**src/rtl/aux_pkg.sv**
```systemverilog
// Shared AUX constants and the arbiter FSM state type.
// AUX_GAP is the default inter-transaction idle gap, common with the aux engine.
package aux_pkg;

    localparam int AUX_AW  = 20;
    localparam int AUX_DW  = 8;
    localparam int AUX_GAP = 400;

    typedef enum logic [1:0] {
        IDLE,
        ISSUE,
        GAP
    } aux_arb_state_t;

endpackage

```
**src/rtl/aux_arbiter_if.sv**
```systemverilog
// Requester-side and engine-side AUX transaction signals of the arbiter.
// The slave modport is the arbiter's view; master is the surrounding system.
interface aux_arbiter_if
    import aux_pkg::*;
#(
    parameter int N = 3
) ();

    logic [N-1:0]        req;
    logic [N-1:0]        wr;
    logic [N*AUX_AW-1:0] addr;
    logic [N*AUX_DW-1:0] wdata;
    logic [N-1:0]        ack;
    logic [N-1:0]        err;
    logic [AUX_DW-1:0]   rdata;

    logic [AUX_AW-1:0]   auxaddr;
    logic [AUX_DW-1:0]   auxwdata;
    logic                auxwr;
    logic                auxreq;
    logic                auxack;
    logic                auxerr;
    logic [AUX_DW-1:0]   auxrdata;

    modport slave (
        input  req, wr, addr, wdata, auxack, auxerr, auxrdata,
        output ack, err, rdata, auxaddr, auxwdata, auxwr, auxreq
    );

    modport master (
        output req, wr, addr, wdata, auxack, auxerr, auxrdata,
        input  ack, err, rdata, auxaddr, auxwdata, auxwr, auxreq
    );

endinterface

```
**src/rtl/aux_rr_pick.sv**
```systemverilog
// Combinational round-robin picker: searches from last_owner+1 upward, wrapping
// through N-1 to 0. Also used by the HPD/IRQ service scheduler.
module aux_rr_pick #(
    parameter int N  = 3,
    parameter int IW = 3
) (
    input  logic [N-1:0]  req,
    input  logic [IW-1:0] last_owner,
    output logic          valid,
    output logic [IW-1:0] idx
);

    // Walk from lowest to highest priority so the highest-priority hit is written last.
    always_comb begin
        valid = 1'b0;
        idx   = '0;
        for (int k = N; k >= 1; k--) begin
            if (req[(int'(last_owner) + k) % N]) begin
                valid = 1'b1;
                idx   = IW'((int'(last_owner) + k) % N);
            end
        end
    end

endmodule

```
**src/rtl/aux_arbiter.sv**
```systemverilog
// Round-robin arbiter for the single AUX engine port with a minimum idle gap.
// Defining AUX_ARB_RETRY_EN retries failed transactions up to RETRIES extra times.
module aux_arbiter #(
    parameter int N       = 3,
    parameter int GAP     = aux_pkg::AUX_GAP,
    parameter int RETRIES = 2
) (
    input  logic               clk,
    input  logic               rst,
    aux_arbiter_if.slave       bus,
    output logic               busy,
    output logic [2:0]         owner
);

    localparam int AW = aux_pkg::AUX_AW;
    localparam int DW = aux_pkg::AUX_DW;
    localparam int CW = $clog2(GAP + 1);
    localparam logic [CW-1:0] GAP_LOAD = CW'(GAP - 1);

    aux_pkg::aux_arb_state_t state_q, state_d;

    logic [CW-1:0] gap_q, gap_d;
    logic [2:0]    owner_q, owner_d;
    logic [2:0]    last_q, last_d;
    logic [AW-1:0] addr_q, addr_d;
    logic [DW-1:0] wdata_q, wdata_d;
    logic          wr_q, wr_d;
    logic [N-1:0]  ack_q, ack_d;
    logic [N-1:0]  err_q, err_d;
    logic [DW-1:0] rdata_q, rdata_d;
    logic          retry_q, retry_d;
    logic          final_c;
    logic          pick_valid;
    logic [2:0]    pick_idx;

`ifdef AUX_ARB_RETRY_EN
    logic [1:0]    att_q, att_d;
`endif

    aux_rr_pick #(
        .N  (N),
        .IW (3)
    ) u_pick (
        .req        (bus.req),
        .last_owner (last_q),
        .valid      (pick_valid),
        .idx        (pick_idx)
    );

    always_comb begin
        state_d = state_q;
        gap_d   = gap_q;
        owner_d = owner_q;
        last_d  = last_q;
        addr_d  = addr_q;
        wdata_d = wdata_q;
        wr_d    = wr_q;
        ack_d   = '0;
        err_d   = '0;
        rdata_d = rdata_q;
        retry_d = retry_q;
`ifdef AUX_ARB_RETRY_EN
        att_d   = att_q;
        final_c = !bus.auxerr || (int'(att_q) >= RETRIES);
`else
        final_c = 1'b1;
`endif

        case (state_q)
            aux_pkg::IDLE: begin
                if (pick_valid) begin
                    state_d = aux_pkg::ISSUE;
                    owner_d = pick_idx;
                    last_d  = pick_idx;
                    addr_d  = bus.addr[int'(pick_idx)*AW +: AW];
                    wdata_d = bus.wdata[int'(pick_idx)*DW +: DW];
                    wr_d    = bus.wr[pick_idx];
                    retry_d = 1'b0;
`ifdef AUX_ARB_RETRY_EN
                    att_d   = '0;
`endif
                end
            end
            aux_pkg::ISSUE: begin
                if (bus.auxack) begin
                    state_d = aux_pkg::GAP;
                    gap_d   = GAP_LOAD;
                    if (final_c) begin
                        ack_d   = N'(1) << owner_q;
                        err_d   = bus.auxerr ? (N'(1) << owner_q) : '0;
                        rdata_d = bus.auxrdata;
                        retry_d = 1'b0;
                    end else begin
                        retry_d = 1'b1;
`ifdef AUX_ARB_RETRY_EN
                        att_d   = att_q + 2'd1;
`endif
                    end
                end
            end
            aux_pkg::GAP: begin
                if (gap_q == '0) begin
                    // A pending retry reissues with the already-latched owner and data.
                    state_d = retry_q ? aux_pkg::ISSUE : aux_pkg::IDLE;
                    retry_d = 1'b0;
                end else begin
                    gap_d = gap_q - CW'(1);
                end
            end
            default: state_d = aux_pkg::IDLE;
        endcase
    end

    always_ff @(posedge clk) begin
        if (rst) begin
            state_q <= aux_pkg::IDLE;
            gap_q   <= '0;
            owner_q <= '0;
            last_q  <= 3'(N - 1);
            addr_q  <= '0;
            wdata_q <= '0;
            wr_q    <= 1'b0;
            ack_q   <= '0;
            err_q   <= '0;
            rdata_q <= '0;
            retry_q <= 1'b0;
`ifdef AUX_ARB_RETRY_EN
            att_q   <= '0;
`endif
        end else begin
            state_q <= state_d;
            gap_q   <= gap_d;
            owner_q <= owner_d;
            last_q  <= last_d;
            addr_q  <= addr_d;
            wdata_q <= wdata_d;
            wr_q    <= wr_d;
            ack_q   <= ack_d;
            err_q   <= err_d;
            rdata_q <= rdata_d;
            retry_q <= retry_d;
`ifdef AUX_ARB_RETRY_EN
            att_q   <= att_d;
`endif
        end
    end

    assign bus.auxreq   = (state_q == aux_pkg::ISSUE);
    assign bus.auxaddr  = addr_q;
    assign bus.auxwdata = wdata_q;
    assign bus.auxwr    = wr_q;
    assign bus.ack      = ack_q;
    assign bus.err      = err_q;
    assign bus.rdata    = rdata_q;
    assign busy         = (state_q != aux_pkg::IDLE);
    assign owner        = owner_q;

endmodule
```
**src/flat_wrapper.sv**
```systemverilog
// flat-port wrapper written by rule: the top's interface ports become plain ports
module aux_arbiter_flat 
#(
    parameter int N       = 3,
    parameter int GAP     = aux_pkg::AUX_GAP,
    parameter int RETRIES = 2
)
  (clk, rst, busy, owner, bus_req, bus_wr, bus_addr, bus_wdata, bus_auxack, bus_auxerr, bus_auxrdata, bus_ack, bus_err, bus_rdata, bus_auxaddr, bus_auxwdata, bus_auxwr, bus_auxreq);
  aux_arbiter_if #(.N(N)) bus_i ();
  input  logic clk;
  input  logic rst;
  output logic busy;
  output logic [2:0] owner;
  input wire logic [$bits(bus_i.req)-1:0] bus_req;
  input wire logic [$bits(bus_i.wr)-1:0] bus_wr;
  input wire logic [$bits(bus_i.addr)-1:0] bus_addr;
  input wire logic [$bits(bus_i.wdata)-1:0] bus_wdata;
  input wire logic [$bits(bus_i.auxack)-1:0] bus_auxack;
  input wire logic [$bits(bus_i.auxerr)-1:0] bus_auxerr;
  input wire logic [$bits(bus_i.auxrdata)-1:0] bus_auxrdata;
  output wire logic [$bits(bus_i.ack)-1:0] bus_ack;
  output wire logic [$bits(bus_i.err)-1:0] bus_err;
  output wire logic [$bits(bus_i.rdata)-1:0] bus_rdata;
  output wire logic [$bits(bus_i.auxaddr)-1:0] bus_auxaddr;
  output wire logic [$bits(bus_i.auxwdata)-1:0] bus_auxwdata;
  output wire logic [$bits(bus_i.auxwr)-1:0] bus_auxwr;
  output wire logic [$bits(bus_i.auxreq)-1:0] bus_auxreq;
  assign bus_i.req = bus_req;
  assign bus_i.wr = bus_wr;
  assign bus_i.addr = bus_addr;
  assign bus_i.wdata = bus_wdata;
  assign bus_i.auxack = bus_auxack;
  assign bus_i.auxerr = bus_auxerr;
  assign bus_i.auxrdata = bus_auxrdata;
  assign bus_ack = bus_i.ack;
  assign bus_err = bus_i.err;
  assign bus_rdata = bus_i.rdata;
  assign bus_auxaddr = bus_i.auxaddr;
  assign bus_auxwdata = bus_i.auxwdata;
  assign bus_auxwr = bus_i.auxwr;
  assign bus_auxreq = bus_i.auxreq;
  aux_arbiter #(.N(N), .GAP(GAP), .RETRIES(RETRIES)) u_core (.clk(clk), .rst(rst), .bus(bus_i), .busy(busy), .owner(owner));
endmodule
```
**config.mk**
```make
export PLATFORM = sky130hd
export DESIGN_NAME = aux_arbiter_flat
export DESIGN_NICKNAME = d
export VERILOG_FILES = /design/src/rtl/aux_pkg.sv /design/src/rtl/aux_arbiter_if.sv /design/src/rtl/aux_rr_pick.sv /design/src/rtl/aux_arbiter.sv /design/src/flat_wrapper.sv
export SDC_FILE = /design/constraint.sdc
export NUM_CORES = 1
export LEC_CHECK = 0
export BUFFER_PORTS_ARGS = -buffer_cell sky130_fd_sc_hd__buf_4
export CORE_MARGIN = 4
export CORE_UTILIZATION = 45
export DETAILED_ROUTE_END_ITERATION = 8
export PLACE_DENSITY = 0.86
export SLEW_MARGIN = 15
export SYNTH_ARGS = -nofsm -noshare
export SYNTH_HDL_FRONTEND = slang
export SYNTH_HIERARCHICAL = 1
export SYNTH_SLANG_ARGS = --single-unit
```
**constraint.sdc**
```tcl
create_clock -name clk -period 15 [get_ports clk]
set_input_delay 0.75 -clock clk [delete_from_list [all_inputs] [get_ports clk]]
set_output_delay 0.75 -clock clk [all_outputs]
set_load 0.05 [all_outputs]
```
-- Yosys cells after proc, flatten, opt, wreduce, memory -nomap -nowiden
Index checks and enable logic that the tools add are counted.
- add/subtract/negate cells: 4
- multiply operators: 1
- divide/modulo/power cells: 3
- magnitude comparators: 4
- equal/unequal tests: 6
- shift-type cells: 3
- muxes and demuxes: 29
- bitwise operators: 3
- reduce and logical (&&, ||, !) cells: 12
- operators with widths (cell ; number):
    32-bit by 4-bit < comparator with 1-bit output, second input constant ; 3
    32-bit by 3-bit modulo with 32-bit output, second input constant ; 3
    60-bit by 32-bit variable part select with 20-bit output ; 1
    24-bit by 7-bit variable part select with 8-bit output ; 1
    9-bit two-way mux ; 2
    9-bit one-hot mux with 2 select lines ; 1
    1-bit two-way mux ; 14
    9-bit logical NOT ; 1
    3-bit two-way mux ; 3
    9-bit by 1-bit subtractor with 9-bit output, second input constant ; 1
    3-bit by 2-bit adder with 4-bit output, second input constant ; 2
    1-bit binary-select mux with 2-bit select ; 4
    3-bit by 3-bit multiplier with 6-bit output, second input constant ; 1
    2-bit two-way mux ; 3
    2-bit one-hot mux with 3 select lines ; 1
    3-bit AND reduction ; 2
    3-bit by 1-bit adder with 4-bit output, second input constant ; 1
    2-bit by 1-bit != test with 1-bit output, second input constant ; 2
    2-bit != test, second input constant ; 2
    2-bit AND reduction ; 2
    4-bit AND reduction ; 1
    2-bit nonzero test ; 2
    4-bit OR reduction ; 1
    3-bit < comparator, second input constant ; 1
    other kinds (8) ; 10
- register bits: 61
- output and inout bits: 48
- logic and storage cells: 76

-- Logic depth before layout (Yosys ltp)
Gate-level depths: netlist (run 1).
- word-level depth: 10
- depth in mapped cells: 23

-- By module
The synthesis (run 1) kept the hierarchy.
- by module, submodules not included (module ; instances ; cells each ; area an instance (um^2) ; seq. area each (um^2)):
    aux_arbiter ; 1 ; 299 ; 2685.1 ; 1161.1
    aux_rr_pick ; 1 ; 140 ; 1096.1 ; 0.0

-- Least setup slack after synthesis (run 1)
Ideal clock, no wire load.
- path kind: flip-flop to flip-flop
- start point: register u_core/owner[0] (netlist name)
- end point: register u_core.addr_q[14] (netlist: u_core/bus.auxaddr[14])
- setup time: 66 ps
- arrival time: 4735 ps
- required time: 14934 ps
- setup slack: 10199 ps
- cell stages (with the launch flop): 24
- clock period less this slack: 4801 ps
- path through: dfxtp_1 -> buf_2 -> inv_1 -> ha_1 -> xor2_1 -> inv_2 -> ha_1 -> nand2b_1 -> a41o_1 -> xnor2_2 -> ha_1 -> nor2_1 -> a2bb2oi_1 -> or2_1 -> o32ai_2 -> a221o_1 -> a22o_1 -> clkbuf_1 -> nor2b_1 -> clkbuf_1 -> clkbuf_1 -> o2bb2ai_1 -> a22oi_1 -> nor2_1
- RTL lines (item ; line ; RTL):
    end signal, assigned ; aux_arbiter.sv:135 ; addr_q <= addr_d;
    end, declared ; aux_arbiter.sv:25 ; logic [AW-1:0] addr_q, addr_d;

==> run metrics, run 1 <==
Post-CTS Setup Bufs=0; share of layout cells above drive strength 1=0.340; WL/cell=16.0 µm; max_slew headroom=0.219; Final Worst Setup Slack=8.79 ns; GRT Total Usage=0.211; Yosys reg bits=58; Port Buffers=149; peak supply drop=0.177 mV; Tightest Hold Check Type=reg -> reg; mean post-synth cell area=8.61 µm²; Routed WL=10800 µm; commonest non-fill, non-tap cell in the layout=buf_4; die area=0.00993 mm²; ANT cells=0; Area Overhead vs Synth=34.0%; # DRC=0; via count=3814; Layout Skew=0.0107 ns; Final Hold Viols=0; Post-synth ARST share=0; Worst EP required=15.27 ns; pre-CTS setup slack=8.84 ns; DR vias/cell=5.64; Final setup viols=0; RSZ-0062 raised after global routing=no; # hold bufs at CTS=0; WHS=0.458 ns; gp weighted congestion=0.823; post-cts sizing count=0; Tightest Pin Transition=1.17 ns; main flop type after synthesis=dfxtp_1; initial antenna violation count=0; vias in the first global route=3766; fmax=0.161 GHz; number of synthesized flops with an enable pin=0; I/O Pins=150; Worst path most repeated cell=nor2_1; Tcrit/Tclk final=0.414; CP endpoint kind=register; GRT overflow=0; Slowest Stage Delay on Critical Path=0.99 ns; max_cap viols=0; Synth Cell Area=0.00378 mm²; status=finished clean; ANT nets after route=0; drt pass-1 iters=5; dpl cell area=0.00490 mm²; P per Cell Area=269 mW/mm²; sequential share of the synthesized area=0.307; 1st-iter DRT viols=213; Worst-path clk slew=0.07 ns; clk sinks=58; CP Launch Type=register; initial core utilization=0.463; Worst Path Max Fanout=35; wire length on met1=4330 µm; met3 WL post-DR=816 µm; P_leak=2.23 nW; DIE WIDTH=99.7 µm; Clk Latency, worst-skew pair=0.34 ns; H-tree level count=3; post-synth cell types=71; Die Y=99.7 µm; root buf cell=clkbuf_8; TritonCTS clock tree=built; Mapped Nets=560; Slowest-stage cell, CP=nor2_2; Rows=33; Critical Path AT=6.48 ns; Final nets=689; Max Used Layer=met4; fin crit period=6.21 ns; Detailed Place HPWL=8230 µm; first-pass GRT wire length=17200 µm; worst-case clock buffer depth=2; Slew Viols, Final=0; total power=0.00136 W; Mapped Cells=439; Final Cell Area=0.00506 mm²; TNS Setup=0 ns; most frequent cells in the layout=149 x buf_4, 58 x dfxtp_1, 47 x nor2_1, 36 x nand2_1, 35 x mux2i_1; metal2 WL=5440 µm; core footprint=0.00818 mm²; total CTS buffers=9; largest net degree at the start of global routing=53; worst setup path class=reg -> reg; CP cell instances=inv_1 -> ha_1 -> xor2_1 -> inv_2 -> ha_1 -> nand2b_1 -> a41o_1 -> xnor2_2 -> ha_1 -> nor2_1 -> a2bb2oi_1 -> nor2_2 -> nor2_1 -> a221oi_1 -> nor2_1 -> or3b_1 -> or3b_2 -> nor2_2 -> a22oi_1 -> nor2_1; Ys Warns=6
state kept, by name, summed over array words and instances, names as in the netlist:
name and cells:
u_core/gap_q 9, u_core/bus.rdata 8, u_core/owner 3, u_core/bus.auxwr 1, u_core/state_q 2, u_core/bus.ack 3, u_core/bus.auxwdata 8, u_core/bus.err 3
u_core/bus.auxaddr 20, u_core/last_q 1
synth_stat cells, drive strengths merged (3+ instances only):
cell,number,share of area
a21o,3,0.0063
and3,3,0.0056
mux2,3,0.0099
inv,17,0.017
xor2,3,0.0070
nand3,4,0.0053
or3,4,0.0070
dfxtp,58,0.31
nor3,7,0.0093
mux2i,36,0.099
and2,3,0.0050
a31oi,6,0.0099
nor2,49,0.050
o31ai,4,0.0079
buf,9,0.013
xnor2,8,0.024
clkbuf,22,0.022
o21ai,6,0.0079
or2,3,0.0050
nor2b,9,0.015
nand2,36,0.036
nor3b,3,0.0073
a311oi,3,0.0070
o211ai,3,0.0073
a211oi,5,0.0099
o2bb2ai,28,0.065
a22oi,28,0.056
nand2b,6,0.0099
a21oi,21,0.032
ha,19,0.063
routing by layer:
metal | vias to the layer above | track usage
met5 | - | 0
met4 | 0 | 0.0746
met3 | 14 | 0.0575
met2 | 155 | 0.366
met1 | 1766 | 0.249
li1 | 1879 | -
cell families after synthesis:
kind of cell               Yosys count  synth area share
AOI/OAI and AO/OA                  126             0.259
DFF                                 58             0.307
xor gates and xnor gates            11            0.0314
buffers and inverters               48            0.0523
muxes                               39             0.109
adders and majority gates           19            0.0629
and+or+nand+nor                    138             0.179
metrics by stage:
stage	util	std cells
floorplan	-	439
global placement	0.599	662
CTS	0.619	676
detailed placement	0.599	662
finish	0.620	676
global route	0.620	676
worst max-delay path: cells and delay by family (launching register included):
| kind | cells | cell delay, ns |
|---|---|---|
| simple gates | 9 | 2.68 |
| flops | 1 | 0.80 |
| compound gates | 4 | 0.89 |
| fa+ha+maj | 3 | 0.89 |
| xor+xnor | 2 | 0.52 |
| buf+inv | 2 | 0.36 |
path summary, 6_finish.rpt:
kind	startpoint	end	slack (ns)	cells past startpoint
hold reg to reg	u_core/bus.rdata[6]	u_core/bus.rdata[6]	0.46	2
hold / removal	u_core/bus.rdata[6]	u_core/bus.rdata[6]	0.46	2
setup reg to reg	u_core/owner[0]	u_core/bus.auxaddr[3]	8.79	20
setup / recovery	u_core/owner[0]	u_core/bus.auxaddr[3]	8.79	20
power breakdown:
group / switching, W / internal, W / leakage (nW) / total [W]
Combinational: 0.000627 / 0.000400 / 1.68 / 0.00103
Clock: 0.0000587 / 0.0000619 / 0.0810 / 0.000121
Sequential: 0.0000254 / 0.000188 / 0.474 / 0.000214
Total: 0.000711 / 0.000650 / 2.23 / 0.00136
area by class of cell:
cell class	count	area [µm²]
clock buffer	11	141
clock inverter	3	17.5
fill	727	3110
inverter	17	63.8
multi-input combinational	333	2430
sequential	58	1160
tap	105	131
timing repair buffer	149	1120
Note: power is estimated with default switching activity, not from simulation.
==> run 2, diff against run 1 <==
clock period = 5.8 ns   (was 15 ns; I/O delays follow)
==> run 2 against run 1 <==
Effect of this change: sequential share of layout area decreased by 0.50 points; count of clock-buffer cells in the layout unchanged; sequential cell count unchanged; clock skew decreased by 0.0050 ns; combinational power increased to 2.6 times the previous value; die area unchanged; largest cell class unchanged; highest routed layer unchanged.
==> run metrics, run 2 (synthesis gave the netlist of run 1 again) <==
1st-iter DRT viols=183; WP buf/inv=3; most frequent cells in the layout=154 x buf_4, 58 x dfxtp_1, 47 x nor2_1, 36 x nand2_1, 35 x mux2i_1; Slew Viols, Final=0; drt pass-1 iters=7; Die Y=99.7 µm; reg2reg end=u_core/bus.auxaddr[4]; I/O Pins=150; share of layout cells above drive strength 1=0.346; Tightest Pin Transition=0.642 ns; max_slew headroom=0.571; via count=3788; Routed WL=10500 µm; fillers=701; # DRC=0; Largest register FFs=20; pre-CTS setup slack=0.343 ns; vias in the first global route=3772; reg-to-reg critical path startpoint=u_core/last_q[1]; Detailed Place HPWL=8050 µm; fin crit period=5.43 ns; crit path capture=u_core/bus.auxaddr[4]; WHS=0.188 ns; Worst EP required=5.99 ns; clk sinks=58; Final nets=694; Tcrit/Tclk final=0.937; Final Worst Setup Slack=0.368 ns; core footprint=0.00818 mm²; peak supply drop=0.378 mV; Gate power share=0.731; initial core utilization=0.463; Post-CTS Setup Bufs=0; worst-case clock buffer depth=2; P_leak=2.29 nW; CP endpoint kind=register; TNS Setup=0 ns; Critical Path AT=5.63 ns; GRT overflow=0; die area=0.00993 mm²; Clk Latency, worst-skew pair=0.33 ns; Final setup viols=0; r2r worst-path depth=20; initial antenna violation count=0; dpl cell area=0.00494 mm²; CP Launch Type=register; Final Cell Area=0.00518 mm²; GRT Total Usage=0.209; Worst path depth=20; Critical Path Source=u_core/last_q[1]; Top delay family on crit path=compound AO/OA/AOI/OAI gates; Worst path most repeated cell=ha_1; ANT cells=0; largest net degree at the start of global routing=53; Port Buffers=149; R2R Setup Slk=0.37 ns; ANT nets after route=0; fmax=0.184 GHz; TritonCTS clock tree=built; WL/cell=15.4 µm; DIE WIDTH=99.7 µm; clock power share=0.120; P per Cell Area=712 mW/mm²; Worst Path Max Fanout=18; P_int=0.00184 W; Psw=0.00185 W; H-tree level count=3; gp weighted congestion=0.877; max_cap viols=0; register area=0.00116 mm²; worst setup path class=reg -> reg; Final Hold Viols=0; Seq pwr share=0.149; Rows=33; Area Overhead vs Synth=36.9%; root buf cell=clkbuf_8; Worst-path clk slew=0.07 ns; CP cell instances=inv_1 -> ha_1 -> a21oi_2 -> inv_1 -> ha_1 -> nand2b_1 -> a41o_1 -> xnor2_2 -> ha_1 -> nor2_1 -> a2bb2oi_1 -> or2_1 -> o32ai_2 -> a221o_1 -> a22o_2 -> buf_4 -> mux2i_1 -> o2bb2ai_1 -> a22oi_1 -> nor2_1; status=finished clean; Net Sw Frac=0.501; RSZ-0062 raised after global routing=no; DR vias/cell=5.55; Slowest-stage cell, CP=dfxtp_1; Slowest Stage Delay on Critical Path=0.51 ns; Layout Skew=0.00572 ns; Tightest Hold Check Type=in -> reg; total CTS buffers=9; area of the multi-input gates=0.00243 mm²; first-pass GRT wire length=17100 µm; commonest non-fill, non-tap cell in the layout=buf_4
==> run 2: cell types whose count changed in the layout (fill, tap and decap cells not counted), sizes merged <==
cell / change
buf: +5
clkinv: -1
bufinv: +3
==> run 2: how the worst min path moves through the flow <==
| stage | from | end | depth (start not counted) |
|---|---|---|---|
| finish | bus_auxerr | u_core/bus.err[2] | 2 |
| global placement | u_core/bus.rdata[6] | u_core/bus.rdata[6] | 2 |
| global route | bus_auxerr | u_core/bus.err[2] | 2 |
| detailed placement | u_core/bus.rdata[2] | u_core/bus.rdata[2] | 2 |
| CTS | bus_auxerr | u_core/bus.err[2] | 2 |
| floorplan | bus_auxerr | u_core/bus.err[2] | 1 |
==> run 2: metrics by stage <==
stage               utilization  total power [W]  std cells
finish                    0.633          0.00369        683
global route              0.633          0.00396        683
CTS                       0.633          0.00368        683
detailed placement        0.604          0.00323        667
global placement          0.604          0.00313        667
floorplan                     -          0.00268        439
==> run 2: power groups by stage <==
stage	Sequential [W]	Combinational, W	Clock, W
6_report	0.000549	0.00270	0.000442
3_3_place_gp	0.000552	0.00258	0
4_1_cts	0.000548	0.00268	0.000452
2_1_floorplan	0.000710	0.00197	0
5_1_grt	0.000560	0.00293	0.000469
3_5_place_dp	0.000555	0.00267	0
==> run 2: per-layer routing <==
| metal | GRT usage | up-vias | routed length [µm] |
|---|---|---|---|
| met1 | 0.244 | 1754 | 4270 |
| met5 | 0 | - | 0 |
| li1 | - | 1882 | - |
| met3 | 0.0659 | 10 | 814 |
| met4 | 0.0620 | 0 | 135 |
| met2 | 0.366 | 142 | 5310 |
==> run 2: layout make-up <==
cell class	instances	area share
well taps	105	0.0254
flip-flops and latches	58	0.224
repair buffers	154	0.223
inverters	17	0.0123
clock buffers	11	0.0254
multi-input cells	333	0.470
clock inverters	5	0.0198
==> run 2: timing repair <==
item,4_1_cts,5_1_grt
gates resized for setup,0,1
endpoints found under the setup margin,0,28
hold buffers,0,0
==> run 3, diff against run 2 <==
CORE_ASPECT_RATIO = 0.9   (was unset)
==> run 3 against run 2 <==
Effect of this change: register-to-register slack improved by 0.08 ns; combinational power about the same; sequential share of layout area increased by 0.34 points; via count increased by 0.69%; non-clock buffer count unchanged; highest routed layer unchanged; sequential power about the same; global-route usage increased by 0.11 points.
==> run metrics, run 3 (synthesis gave the netlist of run 1 again) <==
fmax=0.187 GHz; GRT Total Usage=0.210; clk sinks=58; Post-CTS Setup Bufs=0; CP Launch Type=register; initial antenna violation count=0; Die Y=95.0 µm; total CTS buffers=9; # DRC=0; share of layout cells above drive strength 1=0.348; Area Overhead vs Synth=34.9%; fin crit period=5.35 ns; RSZ-0062 raised after global routing=no; Final setup viols=0; Worst EP required=6.00 ns; CP cell instances=inv_1 -> ha_1 -> a21oi_2 -> inv_1 -> ha_1 -> nand2b_1 -> a41o_1 -> xnor2_2 -> ha_1 -> nor2_1 -> a2bb2oi_1 -> or2_1 -> o32ai_2 -> a221o_1 -> a22o_2 -> buf_4 -> mux2i_1 -> o2bb2ai_1 -> a22oi_1 -> nor2_1; root buf cell=clkbuf_8; Slew Viols, Final=0; worst-case clock buffer depth=2; TritonCTS clock tree=built; via count=3814; first-pass GRT wire length=17300 µm; Final Hold Viols=0; commonest non-fill, non-tap cell in the layout=buf_4; Critical Path AT=5.56 ns; gp weighted congestion=0.827; Largest register FFs=20; most frequent cells in the layout=154 x buf_4, 58 x dfxtp_1, 47 x nor2_1, 36 x nand2_1, 35 x mux2i_1; WL/cell=16.2 µm; Worst Path Max Fanout=17; max_cap viols=0; Worst path most repeated cell=ha_1; Worst-path clk slew=0.06 ns; peak supply drop=0.431 mV; vias in the first global route=3738; initial core utilization=0.466; Routed WL=10900 µm; pre-CTS setup slack=0.332 ns; Cells after DPL=661; Final Worst Setup Slack=0.449 ns; 1st-iter DRT viols=133; Rows=31; core footprint=0.00811 mm²; Clk Latency, worst-skew pair=0.34 ns; die area=0.00994 mm²; Slowest-stage cell, CP=dfxtp_1; max_slew headroom=0.553; ANT cells=0; Layout Skew=0.00962 ns; Slowest Stage Delay on Critical Path=0.52 ns; drt pass-1 iters=4; DIE WIDTH=105 µm; P per Cell Area=702 mW/mm²; largest net degree at the start of global routing=53; GRT overflow=0; Port Buffers=149; TNS Setup=0 ns; final cell count without fillers=676; CP endpoint kind=register; status=finished clean; Final nets=694; total power=0.00358 W; Tightest Pin Transition=0.669 ns; ANT nets after route=0; Tcrit/Tclk final=0.923; Detailed Place HPWL=8200 µm; H-tree level count=3; Tightest Hold Check Type=in -> reg; worst setup path class=reg -> reg; WHS=0.177 ns; I/O Pins=150; DR vias/cell=5.64; P_leak=2.26 nW
==> run 3: changes by cell type in the layout (fill, tap and decap cells not counted), sizes merged <==
cell	delta
clkbuf	-2
clkinv	+3
bufinv	-3
clkinvlp	+1
==> run 3: report_power, final <==
| part | switching [W] | internal, W |
|---|---|---|
| Sequential | 0.0000624 | 0.000487 |
| Clock | 0.000158 | 0.000149 |
| Combinational | 0.00165 | 0.00108 |
==> run 3: layout make-up <==
class                      instances  area (µm²)
fill                             652        3010
multi-input combinational        333        2440
sequential                        58        1160
timing repair buffer             154        1160
clock buffer                       9         124
tap                               99         124
inverter                          17        63.8
clock inverter                     6        35.0
==> run 3: worst max-delay path: cells and delay by family, from the launching register on <==
kind            cells  cell delay (ns)
compound gates      8             1.95
fa+ha+maj           3             0.90
buf+inv             3             0.78
simple gates        4             0.60
flops               1             0.52
mux                 1             0.26
xor+xnor            1             0.19
==> run 3: per-stage QoR <==
step | area [µm²] | util
global placement | 4930 | 0.608
floorplan | 3780 | -
global route | 5100 | 0.629
finish | 5100 | 0.629
CTS | 5090 | 0.628
detailed placement | 4930 | 0.608
==> run 3: final timing paths <==
kind                       startpoint                endpoint  slack (ns)  cells past startpoint
setup / recovery     u_core/last_q[1]  u_core/bus.auxaddr[18]        0.45                     20
hold / removal             bus_auxerr       u_core/bus.err[2]        0.18                      2
setup reg to reg     u_core/last_q[1]  u_core/bus.auxaddr[18]        0.45                     20
hold reg to reg   u_core/bus.rdata[1]     u_core/bus.rdata[1]        0.46                      2
==> run 3: what timing repair did <==
action	4_1_cts	5_1_grt
resized for setup	0	2
setup endpoints to repair	0	28
hold buffers	0	0
==> run 3: layer usage <==
layer  global-route usage  vias up  part of all wire
met3               0.0684       14             0.072
met5                    0        -                 0
met4               0.0546        0             0.014
met1                0.242     1772              0.41
met2                0.380      149              0.50
li1                     -     1879                 -
